==> config.mk <==
export PLATFORM = sky130hd
export DESIGN_NAME = flash_boot_loader
export DESIGN_NICKNAME = d
export VERILOG_FILES = /design/src/rtl/boot_pkg.sv /design/src/rtl/word_packer.sv /design/src/rtl/flash_boot_loader.sv
export SDC_FILE = /design/constraint.sdc
export NUM_CORES = 1
export LEC_CHECK = 0
export ABC_AREA = 0
export CAP_MARGIN = 20
export CORE_AREA = 5 5 222 116
export DETAILED_ROUTE_END_ITERATION = 8
export DIE_AREA = 0 0 227 121
export GPL_TIMING_DRIVEN = 0
export PLACE_DENSITY_LB_ADDON = 0.08
export REMOVE_ABC_BUFFERS = 1
export SYNTH_ARGS = -nofsm -noshare
export SYNTH_HDL_FRONTEND = slang
export SYNTH_HIERARCHICAL = 1
export SYNTH_SLANG_ARGS = --single-unit
==> constraint.sdc <==
create_clock -name clk -period 3.6 [get_ports clk]
set_input_delay 0.72 -clock clk [delete_from_list [all_inputs] [get_ports clk]]
set_output_delay 0.72 -clock clk [all_outputs]
set_load 0.02 [all_outputs]
==> src/rtl/boot_pkg.sv <==
// rtl/boot_pkg.sv - shared types and constants for the flash boot loader
package boot_pkg;

    typedef enum logic [2:0] {
        ST_IDLE,
        ST_MAGIC,
        ST_LEN_HI,
        ST_LEN_LO,
        ST_PAYLOAD,
        ST_CHECK,
        ST_DONE,
        ST_ERROR
    } state_t;

    typedef enum logic [1:0] {
        ERR_NONE  = 2'd0,
        ERR_MAGIC = 2'd1,
        ERR_LEN   = 2'd2,
        ERR_CSUM  = 2'd3
    } err_t;

    localparam logic [7:0] MAGIC_DEFAULT = 8'hA5;

endpackage

==> src/rtl/word_packer.sv <==
// rtl/word_packer.sv - assembles bytes into big-endian words, flags the last byte of each word
module word_packer #(
    parameter int WORD_BYTES = 4
) (
    input  logic                    clk,
    input  logic                    n_rst,
    input  logic                    clear_i,
    input  logic                    en_i,
    input  logic [7:0]              byte_i,
    output logic [8*WORD_BYTES-1:0] word_o,
    output logic                    word_done_o
);

    localparam int W     = 8 * WORD_BYTES;
    localparam int CNT_W = (WORD_BYTES > 1) ? $clog2(WORD_BYTES) : 1;

    logic [W-1:0]     shreg_q;
    logic [CNT_W-1:0] cnt_q;

    // word_o already includes the byte on byte_i, so the owner can capture a
    // complete word on the same edge that consumes its final byte
    assign word_o      = W'({shreg_q, byte_i});
    assign word_done_o = en_i && (cnt_q == CNT_W'(WORD_BYTES - 1));

    // shift accepted bytes in from the LSB end and count position within the word
    always_ff @(posedge clk or negedge n_rst) begin
        if (!n_rst) begin
            shreg_q <= '0;
            cnt_q   <= '0;
        end else if (clear_i) begin
            shreg_q <= '0;
            cnt_q   <= '0;
        end else if (en_i) begin
            shreg_q <= word_o;
            cnt_q   <= word_done_o ? '0 : cnt_q + CNT_W'(1);
        end
    end

endmodule

==> src/rtl/flash_boot_loader.sv <==
// rtl/flash_boot_loader.sv - parses a boot image byte stream and writes its payload to memory
module flash_boot_loader
    import boot_pkg::*;
#(
    parameter int         WORD_BYTES = 4,
    parameter int         ADDR_W     = 10,
    parameter logic [7:0] MAGIC      = MAGIC_DEFAULT,
    parameter int         BASE_ADDR  = 0
) (
    input  logic                    clk,
    input  logic                    n_rst,
    input  logic                    start,
    input  logic                    byte_valid,
    input  logic [7:0]              byte_data,
    output logic                    mem_we,
    output logic [ADDR_W-1:0]       mem_addr,
    output logic [8*WORD_BYTES-1:0] mem_wdata,
    output logic                    busy,
    output logic                    done,
    output logic [1:0]              err
);

    localparam int          W         = 8 * WORD_BYTES;
    localparam int unsigned MAX_WORDS = 32'd1 << ADDR_W;

    state_t              state_q;
    err_t                err_q;
    logic                busy_q;
    logic                done_q;
    logic                mem_we_q;
    logic [ADDR_W-1:0]   mem_addr_q;
    logic [W-1:0]        mem_wdata_q;
    logic [15:0]         len_q;
    logic [15:0]         words_q;
    logic [7:0]          csum_q;

    logic                idle_like;
    logic                packer_en;
    logic                packer_clear;
    logic [W-1:0]        packer_word;
    logic                packer_word_done;
    logic [15:0]         len_n;

    assign idle_like    = (state_q == ST_IDLE) || (state_q == ST_DONE) || (state_q == ST_ERROR);
    assign packer_clear = idle_like && start;
    assign packer_en    = (state_q == ST_PAYLOAD) && byte_valid;
    assign len_n        = {len_q[15:8], byte_data};

    word_packer #(
        .WORD_BYTES (WORD_BYTES)
    ) u_packer (
        .clk         (clk),
        .n_rst       (n_rst),
        .clear_i     (packer_clear),
        .en_i        (packer_en),
        .byte_i      (byte_data),
        .word_o      (packer_word),
        .word_done_o (packer_word_done)
    );

    // header/payload/checksum parser with all outputs registered
    always_ff @(posedge clk or negedge n_rst) begin
        if (!n_rst) begin
            state_q     <= ST_IDLE;
            err_q       <= ERR_NONE;
            busy_q      <= 1'b0;
            done_q      <= 1'b0;
            mem_we_q    <= 1'b0;
            mem_addr_q  <= ADDR_W'(BASE_ADDR);
            mem_wdata_q <= '0;
            len_q       <= '0;
            words_q     <= '0;
            csum_q      <= '0;
        end else begin
            mem_we_q <= 1'b0;
            // address advances the cycle after each write pulse
            if (mem_we_q) begin
                mem_addr_q <= mem_addr_q + ADDR_W'(1);
            end
            case (state_q)
                ST_IDLE, ST_DONE, ST_ERROR: begin
                    if (start) begin
                        state_q    <= ST_MAGIC;
                        busy_q     <= 1'b1;
                        done_q     <= 1'b0;
                        err_q      <= ERR_NONE;
                        len_q      <= '0;
                        words_q    <= '0;
                        csum_q     <= '0;
                        mem_addr_q <= ADDR_W'(BASE_ADDR);
                    end
                end
                ST_MAGIC: begin
                    if (byte_valid) begin
                        if (byte_data == MAGIC) begin
                            state_q <= ST_LEN_HI;
                        end else begin
                            state_q <= ST_ERROR;
                            err_q   <= ERR_MAGIC;
                            busy_q  <= 1'b0;
                        end
                    end
                end
                ST_LEN_HI: begin
                    if (byte_valid) begin
                        len_q[15:8] <= byte_data;
                        state_q     <= ST_LEN_LO;
                    end
                end
                ST_LEN_LO: begin
                    if (byte_valid) begin
                        len_q[7:0] <= byte_data;
                        if (32'(len_n) > MAX_WORDS) begin
                            state_q <= ST_ERROR;
                            err_q   <= ERR_LEN;
                            busy_q  <= 1'b0;
                        end else if (len_n == 16'd0) begin
                            state_q <= ST_CHECK;
                        end else begin
                            state_q <= ST_PAYLOAD;
                        end
                    end
                end
                ST_PAYLOAD: begin
                    if (byte_valid) begin
                        csum_q <= csum_q + byte_data;
                        if (packer_word_done) begin
                            mem_we_q    <= 1'b1;
                            mem_wdata_q <= packer_word;
                            words_q     <= words_q + 16'd1;
                            if ((17'(words_q) + 17'd1) == 17'(len_q)) begin
                                state_q <= ST_CHECK;
                            end
                        end
                    end
                end
                ST_CHECK: begin
                    if (byte_valid) begin
                        busy_q <= 1'b0;
                        if (byte_data == csum_q) begin
                            state_q <= ST_DONE;
                            done_q  <= 1'b1;
                        end else begin
                            state_q <= ST_ERROR;
                            err_q   <= ERR_CSUM;
                        end
                    end
                end
                default: begin
                    state_q <= ST_IDLE;
                    busy_q  <= 1'b0;
                end
            endcase
        end
    end

    assign mem_we    = mem_we_q;
    assign mem_addr  = mem_addr_q;
    assign mem_wdata = mem_wdata_q;
    assign busy      = busy_q;
    assign done      = done_q;
    assign err       = err_q;

endmodule

=== Word level (Yosys, flattened, before mapping) ===
Cells that the tools add are included.

* Word-level logic and storage cells: 118
* Output and inout bits: 47
* Flip-flop bits (word level): 116
* Bits of input ports: 12

* Order comparisons: 1
* Add/subtract/negate cells: 5
* Muxes and demuxes: 53
* Eq/ne operators: 23
* Reduce and logical (&&, ||, !) cells: 23

{| class="wikitable"
|+ Operators with widths
! kind !! number
|-
| $mux W16 || 3
|-
| $mux W24 || 2
|-
| $pmux W8 S2 || 3
|-
| $pmux W16 S2 || 1
|-
| $mux W10 || 3
|-
| $mux W3 || 9
|-
| $mux W8 || 3
|-
| $mux W2 || 11
|-
| $ne A2 B2 Y1 const B || 10
|-
| $pmux W3 S6 || 1
|-
| $add A16 B1 Y17 const B || 1
|-
| $eq A17 B16 Y1 || 1
|-
| $add A16 B1 Y16 const B || 1
|-
| $gt A16 B11 Y1 const B || 1
|-
| $logic_not A16 Y1 || 1
|-
| $reduce_and A8 Y1 || 2
|-
| $mux W1 || 14
|-
| $eq A3 B3 Y1 const B || 4
|-
| $reduce_and A3 Y1 || 4
|-
| $add A10 B1 Y10 const B || 1
|-
| $reduce_bool A2 Y1 || 5
|-
| $add A8 B8 Y8 || 1
|-
| $eq A8 B8 Y1 || 1
|-
| $eq A8 B8 Y1 const B || 1
|-
| other kinds (15) || 21
|}

=== Longest topological paths before layout ===
Gate-level depths: netlist (run 1).

* Depth after elaboration: 6
* Mapped depth: 14
* Depth with buffers taken out: 9

=== Cells and area by module ===
The synthesis (run 1) kept the hierarchy.

{| class="wikitable"
|+ By module, submodules not included
! module !! seq. area each (um2) !! area an instance (um2) !! cells an instance !! times used
|-
| flash_boot_loader || 2252.2 || 4653.2 || 533 || 1
|-
| word_packer || 650.6 || 1153.6 || 94 || 1
|}

=== Worst setup path before layout (run 1) ===
Ideal clock, no wire load.

* Path kind: register to register
* From: register state_q[0]
* To: register words_q[7]
* Data arrival time: 2.530 ns
* Setup time: 0.134 ns
* Period minus slack after synthesis: 2.664 ns
* Setup slack: 0.936 ns
* Stages on the path, launching flop included: 15
* Buffers on the path: 5
* Data required time: 3.466 ns
* Cells stage by stage: dfrtp_1 clkbuf_1 nor2_1 and3_1 clkbuf_1 buf_6 buf_12 and2_1 nand3_1 a21o_1 nor2_1 nor2_1 clkbuf_1 o21ai_0 o41ai_1

* Cells in the longest elaborated chain, start to end: 5
* Elaborated cells on any way between the ends: 13
* Those cells by class: eq/ne: 6; mux: 1; reduce/logical: 6

{| class="wikitable"
|+ Ends and longest elaborated chain
! what !! RTL line !! RTL
|-
| start: declaration || flash_boot_loader.sv:26 || <nowiki>state_t state_q;</nowiki>
|-
| start signal: assignment || flash_boot_loader.sv:64 || <nowiki>state_q <= ST_IDLE;</nowiki>
|-
| start signal: assignment || flash_boot_loader.sv:83 || <nowiki>state_q <= ST_MAGIC;</nowiki>
|-
| start signal: assignment || flash_boot_loader.sv:96 || <nowiki>state_q <= ST_LEN_HI;</nowiki>
|-
| $eq A3 B3 Y1 || flash_boot_loader.sv:46 || <nowiki>assign packer_en = (state_q == ST_PAYLOAD) && byte_valid;</nowiki>
|-
| $logic_and A1 B1 Y1 || flash_boot_loader.sv:46 ||
|-
| via packer_en || flash_boot_loader.sv:38 || <nowiki>logic packer_en;</nowiki>
|-
| $logic_and A1 B1 Y1 || word_packer.sv:23 || <nowiki>assign word_done_o = en_i && (cnt_q == CNT_W'(WORD_BYTES - 1));</nowiki>
|-
| via packer_word_done || flash_boot_loader.sv:41 || <nowiki>logic packer_word_done;</nowiki>
|-
| $ne A2 B1 Y1 (no line) || n/a ||
|-
| $reduce_and A4 Y1 (no line) || n/a ||
|-
| end signal: assignment || flash_boot_loader.sv:130 || <nowiki>words_q <= words_q + 16'd1;</nowiki>
|-
| end: declaration || flash_boot_loader.sv:34 || <nowiki>logic [15:0] words_q;</nowiki>
|}

The timed path passes the listed nets, and every way through them passes these cells.
A chain may end at the register's enable or synchronous reset.

=== Worst setup path after layout (run 1) ===
* From: input port byte_valid
* To: register words_q[15]

* Cells in the longest elaborated chain, start to end: 4
* Elaborated cells on any way between the ends: 5
* Those cells by class: eq/ne: 2; reduce/logical: 3

{| class="wikitable"
|+ Ends and longest elaborated chain
! what !! RTL line !! RTL
|-
| start: declaration || flash_boot_loader.sv:13 || <nowiki>input logic byte_valid,</nowiki>
|-
| $logic_and A1 B1 Y1 || flash_boot_loader.sv:46 ||
|-
| $logic_and A1 B1 Y1 || word_packer.sv:23 ||
|-
| via packer_word_done || flash_boot_loader.sv:41 ||
|-
| $ne A2 B1 Y1 (no line) || n/a ||
|-
| $reduce_and A4 Y1 (no line) || n/a ||
|}

The timed path passes the listed nets, and every way through them passes these cells.

==> results.md, run 1 <==
- Vias in the first global route: 4549
- Synthesized area: a little under 6000 um2
- CTS root buffer: clkbuf_16
- Hold Violations, Final: 0
- Crit share post-route: 0.9256
- Final WL: 16260 um
- Register area share after synthesis: 0.4999
- Synth Instances: 627
- CTS tree: built
- Worst-path maximum fanout: 42
- Run status: complete, no violations
- Crit. End Element: register
- H-tree levels: 4
- Setup Total Neg Slack: 0 ns
- RSZ-0062 raised after global routing: false
- CP Class: input port to register
- Pre-CTS setup slack: -0.9078 ns
- Synth cell types: 54
- Asr flop ratio synth: 1.000
- Placed cell count: 965
- Max Cap Viol: 0
- Row cnt: 40
- CP arrival: 3.64 ns
- Num CTS Buffers: 17
- # clock sinks: 116
- VDD IR max: around 240 uV
- Top_reg_cell synth: dfrtp_1
- Worst Tran Pin Value: 0.9449 ns
- Utilization after layout: 0.3081
- Starting Density: 0.2463
- Largest net degree at the start of global routing: 92
- Lkg Pwr: 3.296 nW
- PD cells: between 600 and 700 nW/um2
- Number of synthesized flops with an enable pin: 0
- Total power: 4.932 mW
- Antenna fix cells: 0
- Horiz. Die Dim: 227 um
- # setup viols final: 0
- GP Congestion: around 0.8
- Nets@finish: 692
- Die span in y: 121 um
- Die area: about 27000 um2
- Worst-path clk slew: 0.06 ns
- Clk_skew: 0.005474 ns
- Clock buffer depth: 2
- Gr ovfl total: 0
- Max-slew violations: 0
- DRT Pass-1 Iters: 4
- Hold Buf Count CTS: 0
- Initial antenna violation count: 0
- #FFs+latches synth: ~120
- Startpoint types: input port
- Proportion of layout cells with a drive suffix above 1: 0.07771
- # Post-CTS Setup Buffers: 0
- Synth top area cells: dfrtp_1 50%, nand2_1 10%, mux2i_1 4.8%
- Initial DRC count: 254
- # IOs: 59
- Core footprint: around 24000 um2
- Hold Crit Class: input port to async pin
- Max_slew headroom: 0.3678
- Synthesized area per cell: 9.261 um2
- Cell taking the most area after synthesis: dfrtp_1
- Via density: between 4 and 5
- Number of routed nets with antenna violations: 0
- YS warnings: 6
- Area share of the largest cell type after synthesis: 0.4999
- DRC Markers: 0
- Worst path required time: 3.91 ns
- Worst setup margin: 0.2679 ns
- Routed wire per std cell: 16.31 um
- FMAX: between 300 and 400 MHz
- First-pass GRT wire length: 26380 um
- Worst skew pair latency: between 0.4 and 0.5 ns
- PortBufs: 58
- Minimum clock period: 3.332 ns
- Total GRT Usage: 0.1246
- Post-Layout Cell Count: ~1000
- Synth-to-layout area growth: 25.08%
- Vias: 4497
- DP HPWL: around 11000 um
## flip-flops by register name, summed over array words and instances (netlist names)
name	count
csum_q	8
len_q	16
state_q	3
err	2
words_q	16
u_packer/shreg_q	24
mem_addr	10
mem_we	1
mem_wdata	32
busy	1
done	1
u_packer/cnt_q	2
## final cells by class
class | instances | area (um2)
clock buffers | 19 | 452.9
clock inverters | 13 | 132.6
fillers | 2441 | 16310
inverters | 10 | 42.54
multi-input cells | 461 | 2650
flip-flops and latches | 116 | 2903
well taps | 315 | 394.1
repair buffers | 63 | 688.2
## power by group
part           switching, mW  leakage [nW]  internal, mW  total, mW
logic                  0.838          1.43         0.607       1.45
clock network          0.635         0.281          1.05       1.68
registers              0.257          1.59          1.55       1.80
total                   1.73          3.30          3.20       4.93
## repair_timing
action | in CTS | in global routing
setup endpoints to repair | 44 | 4
gates cloned | 0 | 0
resized for setup | 3 | 2
## through the flow
| step | area [um2] | hold WS (ns) |
|---|---|---|
| after CTS | 7256 | 0.1532 |
| final | 7263 | 0.1602 |
| after global routing | 7263 | 0.1567 |
| after floorplan | 5575 | 0.4244 |
| after global placement | 6550 | 0.4594 |
| after detailed placement | 6661 | 0.4593 |
## cell usage in the layout, fill, tap and decap left out, types with 6 or more instances in the layout
| master | synthesis | routed |
|---|---|---|
| nor2_1 | 57 | 56 |
| nor3_1 | 7 | 7 |
| inv_1 | 9 | 9 |
| clkdlybuf4s50_1 | 0 | 57 |
| nand4_1 | 7 | 7 |
| a21o_1 | 6 | 6 |
| nand2_1 | 157 | 156 |
| xor2_1 | 18 | 18 |
| clkbuf_16 | 0 | 17 |
| and3_1 | 11 | 10 |
| o21ai_0 | 45 | 45 |
| ha_1 | 10 | 10 |
| mux2i_1 | 28 | 28 |
| xnor2_1 | 19 | 19 |
| nand3_1 | 14 | 14 |
| dfrtp_1 | 116 | 116 |
| o31ai_1 | 7 | 7 |
| a21oi_1 | 20 | 20 |
## cell families (layout without fill, tap and decap cells)
group / Yosys count / count (layout) / share of synthesized area
compound gates: 103 / 103 / 0.1077
flops: 116 / 116 / 0.4999
simple gates: 282 / 282 / 0.2170
mux: 28 / 28 / 0.04827
buf+inv: 50 / 105 / 0.04632
xor+xnor: 37 / 37 / 0.05581
fa+ha+maj: 11 / 11 / 0.02499
## layer usage
layer | track usage | vias to the layer above | wire length (um) | part of all wire
li1 | - | 2203 | - | -
met1 | 0.1990 | 2208 | 9234 | 0.57
met2 | 0.1571 | 70 | 6193 | 0.38
met3 | 0.03481 | 16 | 570 | 0.035
met4 | 0.03770 | 0 | 264 | 0.016
met5 | 0 | - | 0 | 0
## final timing paths
path                                       from  cells past startpoint  slack, ns                   end
min in group clk           u_packer/shreg_q[16]                      2       0.47         mem_wdata[24]
min                                       n_rst                      1       0.16         mem_wdata[28]
min reg2reg                u_packer/shreg_q[16]                      2       0.47         mem_wdata[24]
max                                  byte_valid                      9       0.27           words_q[15]
max reg2reg                          state_q[1]                      9       0.36           words_q[15]
max in group asynchronous                 n_rst                      2       2.67  u_packer/shreg_q[16]
## cells in the mapped netlist, types with 6 or more instances
cell and n:
a21oi_1 20, nor3_1 7, nand3_1 14, xnor2_1 19, o31ai_1 7, ha_1 10, mux2i_1 28, and3_1 11
nand2_1 157, o21ai_0 45, buf_4 9, xor2_1 18, buf_2 6, dfrtp_1 116, a21o_1 6, nor2_1 57
nand4_1 7, clkbuf_1 18, inv_1 9
## worst max-delay path: stages
cell and delay, ns:
clkdlybuf4s50_1 0.62, and3_4 0.43, buf_12 0.24, and2_1 0.35
nand2_4 0.25, buf_12 0.25, inv_6 0.29, nand2_1 0.17
o41ai_1 0.27
Power figures use the tool's default switching activity.
==> inputs of run 2 (changes only) <==
CORE_AREA = 5 5 159 85   (was 5 5 222 116)
DIE_AREA = 0 0 164 90   (was 0 0 227 121)
==> run 2 against run 1 <==
Effect of this change: worst hold slack got worse by 0.021 ns; sequential power about the same; first-iteration DRC count increased by 26%; sequential cell count unchanged; critical path type is now register to register; critical endpoint unchanged; largest cell class unchanged; largest power group unchanged; highest routed layer unchanged.
==> results.md, run 2 (synthesis results as in run 1) <==
- CP arrival: 3.61 ns (-0.03 ns)
- Most frequent cells in the layout: 156 x nand2_1, 116 x dfrtp_1, 57 x nor2_1, 57 x clkdlybuf4s50_1, 45 x o21ai_0
- Die span in y: 90 um (-26%)
- Gr ovfl total: 0 (unchanged)
- Fillers: 1080 (-56%)
- Hold WS: 0.1388 ns (-0.02148 ns)
- Worst path required time: 3.88 ns (-0.03 ns)
- Routed wire per std cell: 16.39 um (+0.47%)
- VDD IR max: 334.0 uV (+38%)
- Clk_skew: 0.01165 ns (+0.006176 ns)
- DRT Pass-1 Iters: 7 (+3)
- Worst setup margin: 0.2749 ns (+0.006937 ns)
- Starting Density: 0.4791 (+0.2328)
- Synth-to-layout area growth: 21.70%
- Pre-CTS setup slack: -0.7620 ns (+0.1457 ns)
- Largest register FFs: 32 (unchanged)
- Num CTS Buffers: 17 (unchanged)
- Hold Violations, Final: 0 (unchanged)
- First-pass GRT wire length: 23800 um (-9.8%)
- H-tree levels: 4 (unchanged)
- Startpoint types: register
- Nets@finish: 692 (unchanged)
- Crit share post-route: 0.9236 (-0.001927)
- DP HPWL: 9458 um (-15%)
- Post-Layout Cell Count: 852 (-15%)
- Max Cap Viol: 0 (unchanged)
- Crit. End Element: register
- GP Congestion: 0.8749 (+8.0%)
- CTS tree: built
- CP Class: register to register
- CP max-delay cell: dfrtp_1
- Setup Total Neg Slack: 0 ns (unchanged)
- Max-slew violations: 0 (unchanged)
- Worst r2r path cells: 9 (unchanged)
- Max_slew headroom: 0.4186 (+0.05088)
- Placed cell count: 819 (-15%)
- R2R Setup Slk: 0.27 ns (-0.09 ns)
- DRC Markers: 0 (unchanged)
- Lkg Pwr: 3.290 nW (-0.17%)
- Hold Crit Class: input port to async pin
- Critical path, cell by cell: nor2_1 -> and3_4 -> buf_12 -> and2_1 -> nand2_4 -> buf_16 -> inv_6 -> nand2_1 -> o41ai_1
- Worst skew pair latency: 0.41 ns (about the same)
- Final design area excluding fillers: 7067 um2 (-2.7%)
- CTS root buffer: clkbuf_16
- Worst-path maximum fanout: 42 (unchanged)
- Final WL: 13960 um (-14%)
- Initial DRC count: 320 (+26%)
- Number of routed nets with antenna violations: 0 (unchanged)
- Cell Area, Placed: 6476 um2 (-2.8%)
- Row cnt: 29 (-28%)
- Largest net degree at the start of global routing: 100 (+8.7%)
- # Post-CTS Setup Buffers: 0 (unchanged)
- Proportion of layout cells with a drive suffix above 1: 0.07625 (-0.001466)
- Worst-path clk slew: 0.06 ns (about the same)
- Total power: 4.847 mW (-1.7%)
- Die area: 14760 um2 (-46%)
- # setup viols final: 0 (unchanged)
- Worst Tran Pin Value: 0.8721 ns (-0.07283 ns)
- Vias in the first global route: 4600 (+1.1%)
- Commonest non-fill, non-tap cell in the layout: nand2_1
- Minimum clock period: 3.325 ns (-0.006937 ns)
- Utilization after layout: 0.5831 (+0.2750)
- Vias: 4614 (+2.6%)
- Worst reg2reg path endpoint: words_q[15]
- Initial antenna violation count: 0 (unchanged)
- Clock buffer depth: 2 (unchanged)
- # clock sinks: 116 (unchanged)
- RSZ-0062 raised after global routing: false
- Horiz. Die Dim: 164 um (-28%)
- FMAX: 300.7 MHz (+0.21%)
- # IOs: 59 (unchanged)
- Via density: 5.415 (+20%)
- Run status: complete, no violations
- Antenna fix cells: 0 (unchanged)
- Core footprint: 12120 um2 (-49%)
- Reg2Reg Launch Point: state_q[1]
- Total GRT Usage: 0.2023 (+0.07772)
- PD cells: 685.9 nW/um2 (+1.0%)
- PortBufs: 58 (unchanged)
- Slowest stage delay, CP: 0.53 ns (-0.09 ns)
## run 2: how the worst max path moves through the flow
stage	slack, ns	startpoint	cells after the start	to
2_1_floorplan	-0.47	state_q[1]	6	words_q[15]
3_3_place_gp	-2.75	byte_valid	6	words_q[15]
3_5_place_dp	-0.76	byte_valid	9	words_q[15]
4_1_cts	0.02	state_q[1]	9	words_q[15]
5_1_grt	0.05	state_q[1]	9	words_q[15]
6_report	0.27	state_q[1]	9	words_q[15]
## run 2: report_power, final
part           switching (mW)  internal (mW)
Clock                   0.663          0.965
Sequential              0.245           1.55
Combinational           0.825          0.603
Total                    1.73           3.11
## run 2: layout make-up
type / count / area, um2 / area share
Timing Repair Buffer: 63 / 691.9 / 0.09791
Inverter: 10 / 42.54 / 0.006020
Clock inverter: 15 / 143.9 / 0.02036
Multi-Input combinational cell: 461 / 2648 / 0.3746
Tap cell: 170 / 212.7 / 0.03010
Sequential cell: 116 / 2903 / 0.4108
Clock buffer: 17 / 425.4 / 0.06020
## run 2: what timing repair did
action	CTS	global route
endpoints found under the setup margin	19	3
pin swaps	0	0
resized for setup	2	2
hold buffers	0	0
## run 2: critical path, delay by kind of cell (launching register included)
family	cells	cell delay, ns
AOI/OAI and AO/OA	1	0.30
buffers and inverters	3	0.76
DFF	1	0.53
and+or+nand+nor	5	1.55
## run 2: layer usage
layer,global-route usage,vias up,share of wire
li1,-,2210,-
met1,0.3043,2265,0.50
met2,0.2871,129,0.43
met3,0.05210,10,0.062
met4,0.05792,0,0.0078
met5,0,-,0
==> inputs of run 3 (changes only) <==
CTS_BUF_LIST = sky130_fd_sc_hd__clkbuf_16   (was not set)
==> results of run 3 <==
Final layout, timing and power as in run 2 (identical DEF).
